$ cat src/rtl/dmem_arbiter.sv
// Two-port arbiter in front of the data aligner: the pipeline (A) normally wins,
// the loader/debug port (B) gets a forced grant after STARVE_LIMIT lost contended cycles.
`ifndef DM_NONE
`define DM_NONE 2'b00
`define DM_BYTE 2'b01
`define DM_HALF 2'b10
`define DM_WORD 2'b11
`endif

module dmem_arbiter #(
  parameter int STARVE_LIMIT = 4
) (
  input  logic        clk,
  input  logic        rst_n,
  input  logic        a_req,
  input  logic [31:0] a_addr,
  input  logic [31:0] a_wdata,
  input  logic [1:0]  a_read_status,
  input  logic [1:0]  a_write_status,
  input  logic        a_load_signed,
  output logic        a_grant,
  output logic        a_stall,
  output logic        a_rvalid,
  output logic [31:0] a_rdata,
  input  logic        b_req,
  input  logic [31:0] b_addr,
  input  logic [31:0] b_wdata,
  input  logic [1:0]  b_read_status,
  input  logic [1:0]  b_write_status,
  output logic        b_grant,
  output logic        b_rvalid,
  output logic [31:0] b_rdata,
  output logic [31:0] m_addr,
  output logic [31:0] m_wdata,
  output logic [1:0]  m_read_status,
  output logic [1:0]  m_write_status,
  output logic        m_load_signed,
  input  logic [31:0] m_rdata
);

  localparam logic [3:0] LIMIT = 4'(STARVE_LIMIT);

  logic [3:0] starve_cnt_q, starve_cnt_d;
  logic       owner_a_q, owner_a_d;
  logic       owner_b_q, owner_b_d;
  logic       gnt_a, gnt_b;

  // B wins when A is absent or B has lost LIMIT contended cycles in a row.
  always_comb begin
    gnt_b = rst_n & b_req & (~a_req | (starve_cnt_q == LIMIT));
    gnt_a = rst_n & a_req & ~gnt_b;
  end

  always_comb begin
    starve_cnt_d = 4'd0;
    if (a_req && b_req && gnt_a)
      starve_cnt_d = (starve_cnt_q >= LIMIT) ? LIMIT : starve_cnt_q + 4'd1;
    owner_a_d = gnt_a & (a_read_status != `DM_NONE);
    owner_b_d = gnt_b & (b_read_status != `DM_NONE);
  end

  always_comb begin
    m_addr         = 32'd0;
    m_wdata        = 32'd0;
    m_read_status  = `DM_NONE;
    m_write_status = `DM_NONE;
    m_load_signed  = 1'b0;
    if (gnt_a) begin
      m_addr         = a_addr;
      m_wdata        = a_wdata;
      m_read_status  = a_read_status;
      m_write_status = a_write_status;
      m_load_signed  = a_load_signed;
    end else if (gnt_b) begin
      m_addr         = b_addr;
      m_wdata        = b_wdata;
      m_read_status  = b_read_status;
      m_write_status = b_write_status;
    end
  end

  always_ff @(posedge clk) begin
    if (!rst_n) begin
      starve_cnt_q <= 4'd0;
      owner_a_q    <= 1'b0;
      owner_b_q    <= 1'b0;
    end else begin
      starve_cnt_q <= starve_cnt_d;
      owner_a_q    <= owner_a_d;
      owner_b_q    <= owner_b_d;
    end
  end

  // Gating with rst_n drops a response whose reset lands in its return cycle.
  always_comb begin
    a_grant  = gnt_a;
    b_grant  = gnt_b;
    a_stall  = rst_n & a_req & ~gnt_a;
    a_rvalid = rst_n & owner_a_q;
    b_rvalid = rst_n & owner_b_q;
    a_rdata  = a_rvalid ? m_rdata : 32'd0;
    b_rdata  = b_rvalid ? m_rdata : 32'd0;
  end

endmodule

$ cat config.mk
export PLATFORM = sky130hd
export DESIGN_NAME = dmem_arbiter
export DESIGN_NICKNAME = d
export VERILOG_FILES = /design/src/rtl/dmem_arbiter.sv
export SDC_FILE = /design/constraint.sdc
export NUM_CORES = 1
export LEC_CHECK = 0
export ABC_CLOCK_PERIOD_IN_PS = 3650
export BUFFER_PORTS_ARGS = -buffer_cell sky130_fd_sc_hd__buf_4
export CAP_MARGIN = 20
export CORE_AREA = 2 2 119 121
export CTS_CLUSTER_DIAMETER = 150
export DETAILED_ROUTE_END_ITERATION = 16
export DIE_AREA = 0 0 121 123
export GPL_TIMING_DRIVEN = 1
export PLACE_DENSITY_LB_ADDON = 0.1
export RECOVER_POWER = 100
export SYNTH_ARGS = -nofsm -noshare
export SYNTH_HDL_FRONTEND = slang
export SYNTH_SLANG_ARGS = --single-unit
$ cat constraint.sdc
create_clock -name clk -period 3.65 [get_ports clk]
set_input_delay 0.5475 -clock clk [delete_from_list [all_inputs] [get_ports clk]]
set_output_delay 0.5475 -clock clk [all_outputs]
set_load 0.005 [all_outputs]
# --- Yosys cells after proc, flatten, opt, wreduce, memory -nomap -nowiden ---
# Cells that the tools add are included.
# Widths: inputs -> output; s select.
totals:
  regBits: 6
  input_bits: 173
classes:
  addsub: 1
  magnitude_cmp: 1
  n_eq_ne: 1
  n_mux: 12
  bitwise: 15
  n_reduce_logical: 6
ops:
  columns: ["cell", "count"]
  rows:
  - ["$mux 32", 6]
  - ["$and 1x1->1", 9]
  - ["$mux 2", 4]
  - ["$not 1->1", 5]
  - ["$add 4x1->4 const B", 1]
  - ["$eq 4x3->1 const B", 1]
  - ["$ge 4x3->1 const B", 1]
  - ["$reduce_bool 2->1", 2]
  - ["$mux 3", 1]
  - ["$reduce_or 3->1", 1]
  - ["$logic_and 1x1->1", 2]
  - ["$reduce_and 2->1", 1]
  - ["$mux 1", 1]
  - ["$or 1x1->1", 1]

# --- Logic depth before layout (Yosys ltp) ---
logic_depth:
  depth_word: 8
  mapped_depth: 6

# --- Worst setup path before layout ---
# Ideal clock, no wire load.
synth_timing:
  kind: "register -> output"
  from: "reg starve_cnt_q[0]"
  to: "out a_stall"
  t_arrival_ns: 1.277
  path_slack_ns: 1.826
  path_stages_with_launch: 7
  n_path_buf: 1
  cell_sequence: "dfxtp_1 inv_1 ha_1 nand3b_1 a21oi_4 buf_6 and2_1"
synth_between:
  elab_chain_len: 7
synth_lines:
  columns: ["element", "line_no", "source"]
  rows:
  - ["start, declared", "43", "logic [3:0] starve_cnt_q, starve_cnt_d;"]
  - ["start signal, assigned", "88", "starve_cnt_q <= starve_cnt_d;"]
  - ["$eq 4x3->1", "50", "gnt_b = rst_n & b_req & (~a_req | (starve_cnt_q == LIMIT));"]
  - ["$or 1x1->1", "50", null]
  - ["$and 1x1->1", "50", null]
  - ["named net b_grant", "30", "output logic b_grant,"]
  - ["$not 1->1", "51", "gnt_a = rst_n & a_req & ~gnt_b;"]
  - ["$and 1x1->1", "51", null]
  - ["$not 1->1", "98", "a_stall = rst_n & a_req & ~gnt_a;"]
  - ["$and 1x1->1", "98", null]
  - ["end, declared", "22", "output logic a_stall,"]
# The timed path passes the listed nets, and every way through them passes these cells.

# --- Final worst setup path ---
layout_timing:
  from: "reg starve_cnt_q[0]"
  to: "out m_addr[16]"
layout_between:
  elab_chain_len: 6
layout_lines:
  columns: ["element", "line_no", "source"]
  rows:
  - ["$eq 4x3->1 *", "50", null]
  - ["$or 1x1->1 *", "50", null]
  - ["$and 1x1->1 *", "50", null]
  - ["$not 1->1", "51", null]
  - ["$and 1x1->1", "51", null]
  - ["$mux 32 *", "68", "if (gnt_a) begin"]
  - ["end, declared", "33", "output logic [31:0] m_addr,"]
# Mark *: on every way between the ends. The rest lies on a longest branch, timed or not.

==> impl_metrics.env <==
export IMPL_slew_headroom=0.374
export IMPL_whs_ns=0.461
export IMPL_grt_overflow=0
export IMPL_drive_above_1_share=0.583
export IMPL_final_common_cell="buf_4"
export IMPL_synth_top_area_frac=0.414
export IMPL_clkTransAtPathRegs_ns=0.03
export IMPL_cp_start_kind="flip-flop"
export IMPL_fmax_mhz=369
export IMPL_p_per_area_mw_per_mm2=154
export IMPL_grt_max_degree=72
export IMPL_ctsResizeCount=0
export IMPL_fin_util=0.280
export IMPL_cts_inserted_buffers=3
export IMPL_dieArea_sq_mm=0.0149
export IMPL_ys_top_cells_by_area="a22o_1 41%, and3_1 28%, dfxtp_1 8.3%"
export IMPL_htreeDepth=1
export IMPL_grt_use_total=0.121
export IMPL_clk_latency_ns=0.23
export IMPL_drc=0
export IMPL_rows=43
export IMPL_path_class="flip-flop to primary output"
export IMPL_clkSinkCount=6
export IMPL_rr_startpoint="starve_cnt_q[0]$_SDFF_PP0_"
export IMPL_drt_iter0_drc=66
export IMPL_syn_avg_cell_area_sq_um=7.66
export IMPL_die_w_um=121
export IMPL_fin_skew_ns=0.000748
export IMPL_crit_fanout=58
export IMPL_clk_path_buf_depth=2
export IMPL_dp_hpwl_um=8820
export IMPL_antenna_cells=0
export IMPL_fin_setup_tns_ns=0
export IMPL_rsz0062_at_grt="no"
export IMPL_hold_buffers=0
export IMPL_total_power_w=0.000588
export IMPL_io_pins=311
export IMPL_period_needed_ns=2.71
export IMPL_wl_per_cell_um=16.0
export IMPL_ir_drop_mv=0.0945
export IMPL_setup_violations=0
export IMPL_grt_pass1_vias=2657
export IMPL_vias=2726
export IMPL_gp_congestion=0.783
export IMPL_antenna_found_initial=0
export IMPL_finalNetCount=654
export IMPL_min_path_type="flip-flop to flip-flop"
export IMPL_fillers=1531
export IMPL_worstPathArrival_ns=2.16
export IMPL_postRouteAntennaNets=0
export IMPL_fin_crit_sh=0.742
export IMPL_areaGrowthSynthToFinish_pct=164
export IMPL_dr_pass1_iters=4
export IMPL_ys_types=21
export IMPL_totalWireLength_um=10500
export IMPL_core_area_sq_mm=0.0136
export IMPL_routed_via_density=4.15
export IMPL_synth_top_area_cell="a22o_1"
export IMPL_required_ns=3.10
export IMPL_cts_setup_buffers=0
export IMPL_mostFrequentLayoutCells="176 x buf_4, 96 x clkbuf_4, 68 x a22o_1, 64 x and3_1, 39 x clkbuf_1"
export IMPL_tightest_slew_ns=0.938
export IMPL_syn_area_sq_mm=0.00144
export IMPL_crit_start="starve_cnt_q[0]$_SDFF_PP0_"
export IMPL_cts_root_buf="clkbuf_16"
export IMPL_synth_seq_area_share=0.0834
export IMPL_drv_cap=0
export IMPL_endpoint_kind="primary output"
export IMPL_die_h_um=123
export IMPL_start_util=0.106
export IMPL_ys_warn_count=0
export IMPL_synth_seq_cells=6
export IMPL_leakagePower_nw=2.14
export IMPL_maxSlewViolCount=0
export IMPL_grt_first_pass_wirelength_um=14000
export IMPL_tritoncts="built"
export IMPL_syn_inst=188
export IMPL_status="complete, no violations"
export IMPL_numPortBuffers=310
export IMPL_hold_path_startpoint="starve_cnt_q[0]$_SDFF_PP0_"
export IMPL_synth_net_count=363
export IMPL_hold_viol=0
-- final timing paths --
| check | to | slack, ns | cells after the start |
|---|---|---|---|
| worst max-delay path | m_addr[16] | 0.94 | 6 |
| worst min-delay path | starve_cnt_q[0]$_SDFF_PP0_ | 0.46 | 1 |
| worst max register to register | owner_a_q$_SDFF_PN0_ | 1.85 | 5 |
| worst min register to register | starve_cnt_q[0]$_SDFF_PP0_ | 0.46 | 1 |
-- critical path, stage by stage (launching register included) --
cell and delay, ns:
dfxtp_1 0.34, inv_1 0.06, ha_1 0.25, a41oi_4 0.55, buf_12 0.32, a22o_1 0.19, clkbuf_1 0.18
-- synthesized netlist by cell type --
| master | number |
|---|---|
| and3_1 | 64 |
| nor4_1 | 1 |
| a21oi_1 | 1 |
| o21a_1 | 2 |
| nand3_1 | 1 |
| buf_2 | 7 |
| a21oi_4 | 1 |
| clkbuf_1 | 12 |
| ha_1 | 2 |
| nand2_1 | 3 |
| a22o_1 | 68 |
| inv_1 | 3 |
| nor4b_1 | 1 |
| buf_1 | 1 |
| o21ai_0 | 1 |
| nand3b_1 | 1 |
| buf_6 | 7 |
| conb_1 | 1 |
| dfxtp_1 | 6 |
| a41oi_2 | 1 |
| and2_1 | 4 |
-- sequential cells by signal, indices dropped and copies added, names as in the netlist --
| signal | cells |
|---|---|
| owner_a_q | 1 |
| starve_cnt_q | 4 |
| owner_b_q | 1 |
-- area by class of cell --
| class | count | area, sq um | area share |
|---|---|---|---|
| Inverter | 3 | 11.3 | 0.00296 |
| Timing Repair Buffer | 313 | 2230 | 0.585 |
| Multi-Input combinational cell | 152 | 1150 | 0.301 |
| Clock buffer | 3 | 75.1 | 0.0197 |
| Sequential cell | 6 | 120 | 0.0316 |
| Tap cell | 180 | 225 | 0.0592 |
-- where the power goes --
group	internal (W)	switching (W)
Combinational	0.000215	0.000120
Clock	0.000140	0.0000350
Sequential	0.0000683	0.00000912
Total	0.000423	0.000164
-- per-stage QoR --
stage / worst slack, ns / instances / area [sq um]
6_report: 0.940 / 657 / 3810
4_1_cts: 0.963 / 657 / 3960
5_1_grt: 0.793 / 657 / 3810
3_5_place_dp: 1.08 / 654 / 3890
2_1_floorplan: 1.83 / 188 / 1440
3_3_place_gp: 1.06 / 654 / 3890
-- cells by family (layout without fill, tap and decap cells) --
group | after synthesis | after routing | synth area share
fa+ha+maj | 2 | 2 | 0.0174
flops | 6 | 6 | 0.0834
other cells | 1 | 1 | 0.00260
buf+inv | 30 | 319 | 0.121
simple gates | 75 | 75 | 0.322
compound gates | 74 | 74 | 0.454
-- layer usage --
metal	wire, um	vias up	GRT usage
met5	0	-	0
met4	171	0	0.0414
met3	1250	8	0.0424
met2	5750	185	0.244
met1	3330	1205	0.110
li1	-	1328	-
(Power assumes the default switching activity.)
